==> src/rtl/msx_io_bridge.sv <==
// ---------------------------------------------------------------------------
// msx_io_bridge
//
// Purpose:
//   Bridges MSX cartridge-slot I/O cycles (IORQ/RD/WR strobes, asynchronous to
//   clk) onto a simple internal valid/ready bus. Each slot I/O cycle produces
//   exactly one bus transaction. Read data is returned to the slot through
//   slot_d_out/slot_d_oe until the slot strobe is released. An unanswered
//   access is aborted after TIMEOUT_CYCLES bus cycles.
//
// Ports:
//   clk, reset_n          - system clock, asynchronous active-low reset
//   slot_iorq_n/rd_n/wr_n - slot strobes (asynchronous, synchronised here)
//   slot_a, slot_d_in     - slot address and write data (synchronised here)
//   slot_d_out, slot_d_oe - read data returned to the slot and its enable
//   slot_wait_n           - slot WAIT request, active-low
//   bus_ioreq, bus_valid  - internal bus request qualifiers
//   bus_address, bus_write, bus_wdata - request payload (0 while idle)
//   bus_ready             - responder accepts the request
//   bus_rdata, bus_rdata_en - read data and its qualifier
//
// Parameters:
//   TIMEOUT_CYCLES        - bus cycles before an unanswered access is aborted
//                           (legal range 4..255)
//
// Configuration macro:
//   MSX_IO_BRIDGE_WAIT_EN - when defined, slot_wait_n is held low while a bus
//                           transaction is in flight; otherwise it is tied 1.
// ---------------------------------------------------------------------------
module msx_io_bridge #(
   parameter int TIMEOUT_CYCLES = 128
) (
   input  logic       clk,
   input  logic       reset_n,
   input  logic       slot_iorq_n,
   input  logic       slot_rd_n,
   input  logic       slot_wr_n,
   input  logic [7:0] slot_a,
   input  logic [7:0] slot_d_in,
   output logic [7:0] slot_d_out,
   output logic       slot_d_oe,
   output logic       slot_wait_n,
   output logic       bus_ioreq,
   output logic [7:0] bus_address,
   output logic       bus_write,
   output logic       bus_valid,
   input  logic       bus_ready,
   input  logic [7:0] bus_rdata,
   input  logic       bus_rdata_en,
   output logic [7:0] bus_wdata
);

   localparam logic [7:0] LAST_COUNT = 8'(TIMEOUT_CYCLES - 1);

   // Bit 1 of the encoding marks the two "bus busy" states so the WAIT
   // output can come straight from a single state flop.
   typedef enum logic [1:0] {
      IDLE   = 2'b00,
      HOLD   = 2'b01,
      ACCESS = 2'b10,
      RDWAIT = 2'b11
   } BridgeState;

   BridgeState state;

   logic [1:0] iorqSync;
   logic [1:0] rdSync;
   logic [1:0] wrSync;
   logic [7:0] addrMeta;
   logic [7:0] addrSync;
   logic [7:0] dataMeta;
   logic [7:0] dataSync;
   logic       strobePrev;

   logic [7:0] timeoutCount;
   logic       accessWrite;
   logic       readCaptured;
   logic       strobeLost;

   logic       strobeActive;
   logic       startPulse;
   logic       busy;
   logic       captureNow;
   logic       outputAllowed;
   logic       timeoutHit;

   // Two-flop synchronisers for every slot input plus the edge-detect history.
   // The strobe synchronisers and strobePrev reset to the "asserted" state so
   // that a strobe already held low when reset is released looks like a
   // continuing cycle rather than a new edge; a transaction then needs the
   // strobe to be released and asserted again.
   always_ff @(posedge clk or negedge reset_n) begin
      if (!reset_n) begin
         iorqSync   <= 2'b00;
         rdSync     <= 2'b00;
         wrSync     <= 2'b00;
         addrMeta   <= '0;
         addrSync   <= '0;
         dataMeta   <= '0;
         dataSync   <= '0;
         strobePrev <= 1'b1;
      end else begin
         iorqSync   <= {iorqSync[0], slot_iorq_n};
         rdSync     <= {rdSync[0], slot_rd_n};
         wrSync     <= {wrSync[0], slot_wr_n};
         addrMeta   <= slot_a;
         addrSync   <= addrMeta;
         dataMeta   <= slot_d_in;
         dataSync   <= dataMeta;
         strobePrev <= strobeActive;
      end
   end

   // Decode of the synchronised strobes and the per-cycle qualifiers used by
   // the FSM. Read data is only driven back to the slot if the strobe has been
   // held continuously since the access started.
   always_comb begin
      strobeActive  = ~iorqSync[1] & (~rdSync[1] | ~wrSync[1]);
      startPulse    = strobeActive & ~strobePrev;
      busy          = (state == ACCESS) || (state == RDWAIT);
      captureNow    = busy & ~accessWrite & bus_rdata_en & ~readCaptured;
      outputAllowed = strobeActive & ~strobeLost;
      timeoutHit    = (timeoutCount == LAST_COUNT);
   end

   // Main bridge FSM. A new slot edge in IDLE latches the request and raises
   // the bus request; the request drops (and its payload returns to zero) in
   // the cycle after ready or on timeout. Only the first rdata_en of an access
   // is captured. A timeout discards any captured data. HOLD waits for the
   // slot to release its strobe before accepting the next access, so starts
   // seen outside IDLE are simply ignored.
   always_ff @(posedge clk or negedge reset_n) begin
      if (!reset_n) begin
         state        <= IDLE;
         timeoutCount <= '0;
         accessWrite  <= 1'b0;
         readCaptured <= 1'b0;
         strobeLost   <= 1'b0;
         bus_ioreq    <= 1'b0;
         bus_valid    <= 1'b0;
         bus_write    <= 1'b0;
         bus_address  <= '0;
         bus_wdata    <= '0;
         slot_d_oe    <= 1'b0;
         slot_d_out   <= 8'hFF;
      end else begin
         if (captureNow) begin
            readCaptured <= 1'b1;
            if (outputAllowed) begin
               slot_d_out <= bus_rdata;
               slot_d_oe  <= 1'b1;
            end
         end
         if (busy && !strobeActive) begin
            strobeLost <= 1'b1;
         end
         case (state)
            IDLE: begin
               if (startPulse) begin
                  state        <= ACCESS;
                  timeoutCount <= '0;
                  accessWrite  <= ~wrSync[1];
                  readCaptured <= 1'b0;
                  strobeLost   <= 1'b0;
                  bus_ioreq    <= 1'b1;
                  bus_valid    <= 1'b1;
                  bus_write    <= ~wrSync[1];
                  bus_address  <= addrSync;
                  bus_wdata    <= dataSync;
               end
            end
            ACCESS: begin
               if (bus_ready || timeoutHit) begin
                  bus_ioreq   <= 1'b0;
                  bus_valid   <= 1'b0;
                  bus_write   <= 1'b0;
                  bus_address <= '0;
                  bus_wdata   <= '0;
               end
               if (bus_ready) begin
                  if (accessWrite || bus_rdata_en || readCaptured) begin
                     state <= HOLD;
                  end else begin
                     state <= RDWAIT;
                  end
               end else if (timeoutHit) begin
                  state      <= HOLD;
                  slot_d_oe  <= 1'b0;
                  slot_d_out <= 8'hFF;
               end else begin
                  timeoutCount <= timeoutCount + 8'd1;
               end
            end
            RDWAIT: begin
               if (bus_rdata_en) begin
                  state <= HOLD;
               end else if (timeoutHit) begin
                  state      <= HOLD;
                  slot_d_oe  <= 1'b0;
                  slot_d_out <= 8'hFF;
               end else begin
                  timeoutCount <= timeoutCount + 8'd1;
               end
            end
            HOLD: begin
               if (!strobeActive) begin
                  state      <= IDLE;
                  slot_d_oe  <= 1'b0;
                  slot_d_out <= 8'hFF;
               end
            end
            default: begin
               state <= IDLE;
            end
         endcase
      end
   end

   // WAIT is asserted exactly while the FSM sits in ACCESS or RDWAIT, which is
   // the cycle after start up to (not including) the first HOLD cycle.
`ifdef MSX_IO_BRIDGE_WAIT_EN
   assign slot_wait_n = ~state[1];
`else
   assign slot_wait_n = 1'b1;
`endif

endmodule

==> config.mk <==
export PLATFORM = sky130hd
export DESIGN_NAME = msx_io_bridge
export DESIGN_NICKNAME = d
export VERILOG_FILES = /design/src/rtl/msx_io_bridge.sv
export SDC_FILE = /design/constraint.sdc
export NUM_CORES = 1
export LEC_CHECK = 0
export BUFFER_PORTS_ARGS = -buffer_cell sky130_fd_sc_hd__buf_2
export CAP_MARGIN = 20
export CORE_MARGIN = 2
export CORE_UTILIZATION = 40
export DETAILED_ROUTE_END_ITERATION = 8
export SETUP_SLACK_MARGIN = 0.2
export SYNTH_ARGS = -nofsm -noshare
export SYNTH_HDL_FRONTEND = slang
export SYNTH_SLANG_ARGS = --single-unit
==> constraint.sdc <==
create_clock -name clk -period 3.91 [get_ports clk]
set_input_delay 0.9775 -clock clk [delete_from_list [all_inputs] [get_ports clk]]
set_output_delay 0.9775 -clock clk [all_outputs]
set_load 0.03 [all_outputs]
==> results of run 1 <==
[kinds of logic (layout without fill, tap and decap cells)]
| group | after synthesis | count (layout) | synth area share |
|---|---|---|---|
| buf+inv | 21 | 81 | 0.0373 |
| simple gates | 71 | 71 | 0.122 |
| mux | 11 | 11 | 0.0407 |
| flops | 79 | 79 | 0.659 |
| compound gates | 59 | 59 | 0.135 |
| other cells | 1 | 1 | 0.00124 |
| fa+ha+maj | 1 | 1 | 0.00415 |
[worst max-delay path: stages (launching register included)]
cell and delay (ps):
dfrtp_1 1030, and3b_1 290, nand3_1 390, mux2i_1 280
nand2_1 80
[worst paths after layout]
| path | startpoint | to | slack (ps) |
|---|---|---|---|
| worst min register to register | addrMeta[0]$_DFF_PN0_ | addrSync[0]$_DFF_PN0_ | 350 |
| max in group asynchronous | reset_n | dataSync[7]$_DFF_PN0_ | 2520 |
| worst max-delay path | state[1]$_DFFE_PN0P_ | slot_d_out[5]$_DFF_PN1_ | 1760 |
| min in group asynchronous | reset_n | readCaptured$_DFF_PN0_ | 770 |
| worst max register to register | state[1]$_DFFE_PN0P_ | slot_d_out[5]$_DFF_PN1_ | 1760 |
| worst min-delay path | addrMeta[0]$_DFF_PN0_ | addrSync[0]$_DFF_PN0_ | 350 |
[Yosys cell counts, types with 2 or more instances]
cell type   n
clkbuf_1    3
a211o_1     2
a21o_1     16
a21oi_1    22
nand2_1    30
buf_2       6
nor3_2      2
nor3_1      4
or4_1       2
mux2i_1    10
nand3_1    21
o21ai_0     6
dfrtp_1    70
or3_1       2
buf_6       2
o31ai_1     4
nor2_1      4
dfstp_2     9
buf_4       3
inv_1       6
[placed cells by master (no fill, tap or decap), drive strengths merged, types with 2 or more instances in the layout]
| master | Yosys | final |
|---|---|---|
| a211o | 2 | 2 |
| nand3 | 21 | 21 |
| inv | 6 | 7 |
| clkinv | 0 | 2 |
| o31ai | 4 | 4 |
| dfstp | 9 | 9 |
| mux2i | 11 | 11 |
| buf | 12 | 59 |
| dfrtp | 70 | 70 |
| nor3 | 7 | 7 |
| o21ai | 8 | 8 |
| a21o | 16 | 16 |
| clkbuf | 3 | 12 |
| a21oi | 22 | 22 |
| or3 | 2 | 2 |
| nor2 | 4 | 4 |
| nand2 | 30 | 30 |
| or4 | 2 | 2 |
[through the flow]
stage                     setup WS [ps]  instance area [sq um]  instances   util
after floorplan                    2010                   3020        243      -
after global placement             1680                   3340        385  0.458
after detailed placement           1640                   3340        385  0.458
after CTS                          1700                   3550        401  0.487
after global routing               1480                   3560        402  0.488
final                              1760                   3560        402  0.488
[cell type report]
type | count | area, sq um
clock buffer | 12 | 155
clock inverter | 4 | 52.6
fill | 704 | 3730
inverter | 6 | 22.5
multi-input combinational | 143 | 915
sequential | 79 | 1990
tap | 99 | 124
timing repair buffer | 59 | 300
[power groups by stage]
stage	combinational [mW]	clock, mW	sequential [mW]
3_3_place_gp	0.746	0	1.18
3_5_place_dp	0.757	0	1.19
6_report	0.745	0.619	1.17
2_1_floorplan	0.377	0	1.35
4_1_cts	0.760	0.640	1.17
5_1_grt	0.819	0.668	1.20
[layer usage]
metal | routed length, microns | vias up | global-route usage | part of all wire
met5 | 0 | - | 0 | 0
met4 | 58 | 0 | 0.0644 | 0.011
met3 | 312 | 4 | 0.0451 | 0.057
met2 | 2620 | 57 | 0.219 | 0.48
met1 | 2460 | 978 | 0.193 | 0.45
li1 | - | 955 | - | -
[registers in the layout, summed over array words and instances (netlist names), 2 cells and up]
signal        count
bus_wdata         8
addrMeta          8
wrSync            2
addrSync          8
timeoutCount      8
iorqSync          2
slot_d_out        8
bus_address       8
state             2
dataSync          8
dataMeta          8
rdSync            2
==> flow_summary.json, run 1 <==
{
  "drcViolationCount": 0,
  "ys_ff_latch": 79,
  "num_vias": 1994,
  "cts_tree": "done",
  "htree_levels": 3,
  "vias_per_cell": 4.96,
  "max-slew-margin-rel": 0.302,
  "tightest_slew_ps": 1050,
  "clkTransAtPathRegs_ps": 80,
  "finalWirelength_microns": 5450,
  "dp_hpwl_microns": 3460,
  "p_comb_frac": 0.294,
  "cts_buffers": 9,
  "grt_max_degree": 80,
  "rows": 31,
  "ff2ff_path_depth": 4,
  "status": "finished, final reports clean",
  "ant_nets": 0,
  "pwr_density_cell_nw_per_um2": 712,
  "grt_pass1_wl_microns": 9340,
  "cts.sinks": 79,
  "grt_usage": 0.145,
  "ctsRootBufferMaster": "clkbuf_8",
  "antenna_found_initial": 0,
  "fin_tns_setup_ps": 0,
  "synth_ff_type": "dfrtp_1",
  "ir_worst_vdd_mv": 0.274,
  "synth-async-reset-ratio": 1.00,
  "ys_seq_area_frac": 0.659,
  "boundaryPins": 60,
  "cts_buffer_depth": 2,
  "drv_slew": 0,
  "required_ps": 4170,
  "switchingPower_uw": 937,
  "dieHeight_microns": 90.8,
  "area_growth_pct": 18.0,
  "postSynthAreaPerCell_sq_um": 12.4,
  "synth_top_area_cell": "dfrtp_1",
  "cp.arrival_ps": 2410,
  "worst_setup_path_start_kind": "flop",
  "synth_top_area_share": 0.581,
  "p_leak_nw": 1.73,
  "critical_path.max_fanout": 29,
  "setup_violations": 0,
  "overflow": 0,
  "post_cts_resized": 0,
  "internal_power_mw": 1.60,
  "layout.nets": 330,
  "worstSetupPathType": "flop to flop",
  "crit_path_end_kind": "flop",
  "fin_crit_sh": 0.550,
  "grt_pass1_vias": 1893,
  "io_buffers": 58,
  "ctsHoldBuffers": 0,
  "pwr-share-seq": 0.462,
  "core_sq_um": 7290,
  "fmax_mhz": 465,
  "p_clk_frac": 0.244,
  "place.gp.congestion": 0.790,
  "die_w_microns": 90.8,
  "worst_hold_path_type": "flop to flop",
  "yosysUniqueCellTypes": 39,
  "netlist_area_sq_um": 3020,
  "yosys_warnings": 0,
  "n_antenna_cell": 0,
  "start_util": 0.414,
  "dieArea_sq_um": 8250,
  "whs_path_depth": 0,
  "clk_latency_ps": 350,
  "p_total_mw": 2.53,
  "period_minus_slack_ps": 2150,
  "synth_cells": 243,
  "hold_viol": 0,
  "synth_edf_count": 0,
  "drt_iter0_drc": 79,
  "layout-drive-gt1-share": 0.307,
  "synth_area_leaders": "dfrtp_1 (58%), dfstp_2 (7.8%), a21o_1 (4.0%)",
  "whs_ps": 351,
  "syn_nets": 275,
  "clock_skew_ps": 8.36,
  "drtPass1Iterations": 4,
  "switching_share": 0.370,
  "rsz0062_at_grt": "no",
  "wire_per_inst_microns": 13.6,
  "maxCapViolCount": 0,
  "postCtsSetupRepairBufs": 0
}
Power figures use the tool's default switching activity.
==> run 2: changes to the inputs <==
==> constraint.sdc (replaced) <==
create_clock -name clk -period 2.2 [get_ports clk]
set_input_delay 0.55 -clock clk [delete_from_list [all_inputs] [get_ports clk]]
set_output_delay 0.55 -clock clk [all_outputs]
set_load 0.03 [all_outputs]
==> run 2 against run 1 <==
Against the previous run:
- total power increased by 85%
- fmax increased by 23%
- non-clock buffer count up 10
- routed wire length grew 5.0%
- sequential power is 73% higher
- register-to-register slack got worse by 1300 ps
- global-route usage rose by 0.69 points
- cell area increased by 3.1%
- hold slack lost 250 ps
- critical path type unchanged
- largest power group unchanged
==> flow_summary.json, run 2 (synthesis results as in run 1) <==
{
  "slowest_stage": "a31oi_2",
  "reg2reg_from": "timeoutCount[0]$_DFFE_PN0P_",
  "tightest_slew_ps": 528,
  "p_total_mw": 4.69,
  "ff2ff_path_depth": 5,
  "grt_pass1_wl_microns": 9850,
  "crit_cells": 5,
  "status": "finished, final reports clean",
  "dieArea_sq_um": 8250,
  "crit_start": "timeoutCount[0]$_DFFE_PN0P_",
  "clk_latency_ps": 340,
  "drt_iter0_drc": 98,
  "critical_path.max_fanout": 9,
  "die_w_microns": 90.8,
  "critPathBufInv": 0,
  "fmax_mhz": 571,
  "max-slew-margin-rel": 0.646,
  "drcViolationCount": 0,
  "core_sq_um": 7290,
  "rows": 31,
  "worst_setup_path_start_kind": "flop",
  "clkTransAtPathRegs_ps": 80,
  "area_growth_pct": 21.7,
  "cts_buffer_depth": 2,
  "maxCapViolCount": 0,
  "num_vias": 2034,
  "cpPeakStageDelay_ps": 440,
  "finalWirelength_microns": 5730,
  "ctsRootBufferMaster": "clkbuf_8",
  "antenna_found_initial": 0,
  "boundaryPins": 60,
  "timing.rr.end": "slot_d_oe$_DFF_PN0_",
  "fin_crit_sh": 0.796,
  "required_ps": 2450,
  "drv_slew": 0,
  "layout-drive-gt1-share": 0.329,
  "grt_max_degree": 46,
  "ant_nets": 0,
  "path_delay_family": "compound AO/OA/AOI/OAI gates",
  "grtUsageMet2": 0.232,
  "setup_ws_ps": 448,
  "postCtsSetupRepairBufs": 0,
  "met1_usage": 0.202,
  "fin_cells": 412,
  "finish.instance_area_sq_um": 3670,
  "rsz0062_at_grt": "no",
  "fin_tns_setup_ps": 0,
  "place_inst": 396,
  "overflow": 0,
  "final_cell_mix": "dfrtp_1 (70), buf_2 (57), nand2_1 (30)",
  "r2r_slack_ps": 450,
  "placed_area_sq_um": 3440,
  "p_leak_nw": 1.79,
  "wire_per_inst_microns": 13.9,
  "cts.sinks": 79,
  "cp.arrival_ps": 2000,
  "period_minus_slack_ps": 1750,
  "met3_usage": 0.0384,
  "cp-endpoint": "slot_d_oe$_DFF_PN0_",
  "layout.nets": 340,
  "io_buffers": 58,
  "grt_usage": 0.152,
  "dp_hpwl_microns": 3810,
  "final_common_cell": "dfrtp_1",
  "grt_pass1_vias": 2016,
  "htree_levels": 3,
  "worstPathCellList": "ha_1 -> nand2_1 -> nor3_4 -> a31oi_2 -> a21boi_0",
  "cts_buffers": 9,
  "drtPass1Iterations": 4,
  "pwr_density_cell_nw_per_um2": 1280,
  "worstSetupPathType": "flop to flop",
  "pre_cts_ws_ps": 417,
  "crit_path_end_kind": "flop",
  "grt_busiest_layer": "met2",
  "ir_worst_vdd_mv": 0.567,
  "start_util": 0.414,
  "cts_tree": "done",
  "place.gp.congestion": 0.800,
  "worst_hold_path_type": "primary input to asynchronous set/reset pin",
  "post_cts_resized": 0,
  "n_antenna_cell": 0,
  "dieHeight_microns": 90.8,
  "clock_skew_ps": 6.75,
  "hold_viol": 0,
  "ctsHoldBuffers": 0,
  "vias_per_cell": 4.94,
  "setup_violations": 0,
  "fill_cells": 702
}
==> run 2: changes by cell type in the layout (fill, tap and decap cells not counted) <==
cell	change
buf_12	+1
buf_4	+9
bufinv_16	+1
clkinv_2	-1
clkinv_4	-1
clkinvlp_4	+1
==> run 2: worst min-delay path by stage <==
stage	from	endpoint	slack, ps	cells past startpoint
2_1_floorplan	reset_n	accessWrite$_DFFE_PN0P_	250	0
3_3_place_gp	addrMeta[0]$_DFF_PN0_	addrSync[0]$_DFF_PN0_	330	0
3_5_place_dp	dataMeta[4]$_DFF_PN0_	dataSync[4]$_DFF_PN0_	340	0
4_1_cts	reset_n	bus_write$_DFFE_PN0P_	100	1
5_1_grt	reset_n	timeoutCount[1]$_DFFE_PN0P_	100	1
6_report	reset_n	bus_valid$_DFFE_PN0P_	100	1
==> run 2: layout make-up <==
class / count / area, sq um / area share
Clock buffer: 12 / 155 / 0.0423
Timing Repair Buffer: 69 / 388 / 0.106
Multi-Input combinational cell: 143 / 915 / 0.249
Tap cell: 99 / 124 / 0.0338
Clock inverter: 4 / 76.3 / 0.0208
Inverter: 6 / 22.5 / 0.00614
Sequential cell: 79 / 1990 / 0.542
==> run 2: per-layer routing <==
layer,wire (microns),part of all wire
met1,2650,0.46
met2,2660,0.46
met3,282,0.049
met4,131,0.023
met5,0,0
==> run 2: metrics by stage <==
stage,util,hold slack [ps]
after floorplan,-,254
after global placement,0.471,332
after detailed placement,0.471,336
after CTS,0.503,97.1
after global routing,0.503,101
final,0.503,96.8
==> run 2: power breakdown <==
group	leakage, nW	switching, mW	internal (mW)
logic	0.731	0.955	0.509
clock network	0.113	0.507	0.706
registers	0.949	0.219	1.80
==> run 3: changes to the inputs <==
==> constraint.sdc (replaced) <==
create_clock -name clk -period 1.7 [get_ports clk]
set_input_delay 0.425 -clock clk [delete_from_list [all_inputs] [get_ports clk]]
set_output_delay 0.425 -clock clk [all_outputs]
set_load 0.03 [all_outputs]
==> run 3 against run 2 <==
Against the previous run:
- combinational power up 58%
- hold slack better by 84 ps
- die area is the same
- final cell count up 5.3%
- first-iteration DRC count shrank 19%
- non-clock buffer count is 21 higher
- worst setup slack got worse by 320 ps
- utilization up 3.9 points
- clock power about the same
- sequential share of layout area decreased by 3.8 points
- sequential power is 30% higher
==> flow_summary.json, run 3 (synthesis results as in run 1) <==
{
  "status": "finished, final reports clean",
  "grt_usage": 0.158,
  "overflow": 0,
  "rsz0062_at_grt": "yes",
  "core_sq_um": 7290,
  "area_growth_pct": 31.1,
  "drcViolationCount": 0,
  "fmax_mhz": 635,
  "wire_per_inst_microns": 14.3,
  "ir_worst_vdd_mv": 0.822,
  "drtPass1Iterations": 5,
  "reg2reg_from": "timeoutCount[1]$_DFFE_PN0P_",
  "cts_tree": "done",
  "rows": 31,
  "dp_hpwl_microns": 3750,
  "place.gp.congestion": 0.767,
  "fin_tns_setup_ps": 0,
  "pre_cts_ws_ps": 33.2,
  "drv_slew": 0,
  "ant_nets": 0,
  "cts.sinks": 79,
  "min_from": "slot_a[4]",
  "worst_setup_path_start_kind": "flop",
  "vias_per_cell": 4.87,
  "clock_skew_ps": 6.52,
  "fin_crit_sh": 0.927,
  "start_util": 0.414,
  "setup_ws_ps": 125,
  "n_antenna_cell": 0,
  "clk_latency_ps": 340,
  "grt_max_degree": 33,
  "whs_ps": 180,
  "cts_buffer_depth": 2,
  "ff2ff_path_depth": 6,
  "layout.nets": 362,
  "r2r_slack_ps": 120,
  "final_common_cell": "dfrtp_1",
  "dieHeight_microns": 90.8,
  "p_leak_nw": 1.94,
  "layout-drive-gt1-share": 0.394,
  "critical_path.max_fanout": 7,
  "cp.arrival_ps": 1840,
  "cts_buffers": 9,
  "period_minus_slack_ps": 1580,
  "ctsRootBufferMaster": "clkbuf_8",
  "hold_viol": 0,
  "final_cell_mix": "dfrtp_1 (68), buf_2 (49), buf_4 (30)",
  "num_vias": 2112,
  "grt_pass1_wl_microns": 10200,
  "timing.rr.end": "timeoutCount[4]$_DFFE_PN0P_",
  "cp-endpoint": "timeoutCount[4]$_DFFE_PN0P_",
  "grt_pass1_vias": 2104,
  "boundaryPins": 60,
  "htree_levels": 3,
  "required_ps": 1960,
  "io_buffers": 58,
  "maxCapViolCount": 0,
  "clkTransAtPathRegs_ps": 80,
  "finalWirelength_microns": 6200,
  "antenna_found_initial": 0,
  "crit_path_end_kind": "flop",
  "worstSetupPathType": "flop to flop",
  "worst_hold_path_type": "primary input to flop",
  "die_w_microns": 90.8,
  "setup_violations": 0,
  "pwr_density_cell_nw_per_um2": 1550,
  "crit_start": "timeoutCount[1]$_DFFE_PN0P_",
  "dieArea_sq_um": 8250,
  "drt_iter0_drc": 79
}
[run 3: worst min-delay path by stage]
stage	end	slack, ps	cells after the start
after CTS	dataMeta[1]$_DFF_PN0_	160	1
after floorplan	accessWrite$_DFFE_PN0P_	130	0
final	addrMeta[4]$_DFF_PN0_	180	1
after global routing	addrMeta[3]$_DFF_PN0_	160	1
after global placement	timeoutCount[3]$_DFFE_PN0P_	330	1
after detailed placement	timeoutCount[5]$_DFFE_PN0P_	330	1
[run 3: per-layer routing]
layer	share of wire	global-route usage	wire (microns)	up-vias
met5	0	0	0	-
met4	0.020	0.0758	122	0
met3	0.041	0.0326	257	9
met2	0.49	0.254	3060	53
met1	0.45	0.204	2760	1029
li1	-	-	-	1021
[run 3: worst max-delay path: stages (launching register included)]
cell	delay, ps
dfrtp_1	420
ha_4	180
nand2_4	80
buf_6	100
o311ai_4	110
or4_1	430
a21oi_1	170
[run 3: repair_timing]
action	CTS	global route
hold endpoints to repair	10	0
cloned	0	3
buffers inserted	8	5
hold buffers	1	0
pin swaps	6	15
resized for setup	23	9
setup endpoints to repair	43	25
[run 3: where the power goes]
| part | switching, mW | internal, mW | total [mW] |
|---|---|---|---|
| Combinational | 1.35 | 0.955 | 2.30 |
| Sequential | 0.298 | 2.32 | 2.62 |
| Clock | 0.642 | 0.576 | 1.22 |
[run 3: per-stage QoR]
step                utilization  area (sq um)  power [mW]  cells
floorplan                     -          3020        3.98    243
global placement          0.479          3490        4.53    401
detailed placement        0.479          3490        4.58    401
CTS                       0.522          3810        5.97    426
global route              0.542          3950        6.54    434
finish                    0.542          3950        6.14    434
[run 3: layout make-up]
cell class                      count  area [sq um]
Clock inverter                      2          16.3
Fill cell                         669          3340
Timing Repair Buffer               90           647
Inverter                            6          22.5
Sequential cell                    79          1990
Clock buffer                       14           153
Multi-Input combinational cell    144          1000
Tap cell                           99           124
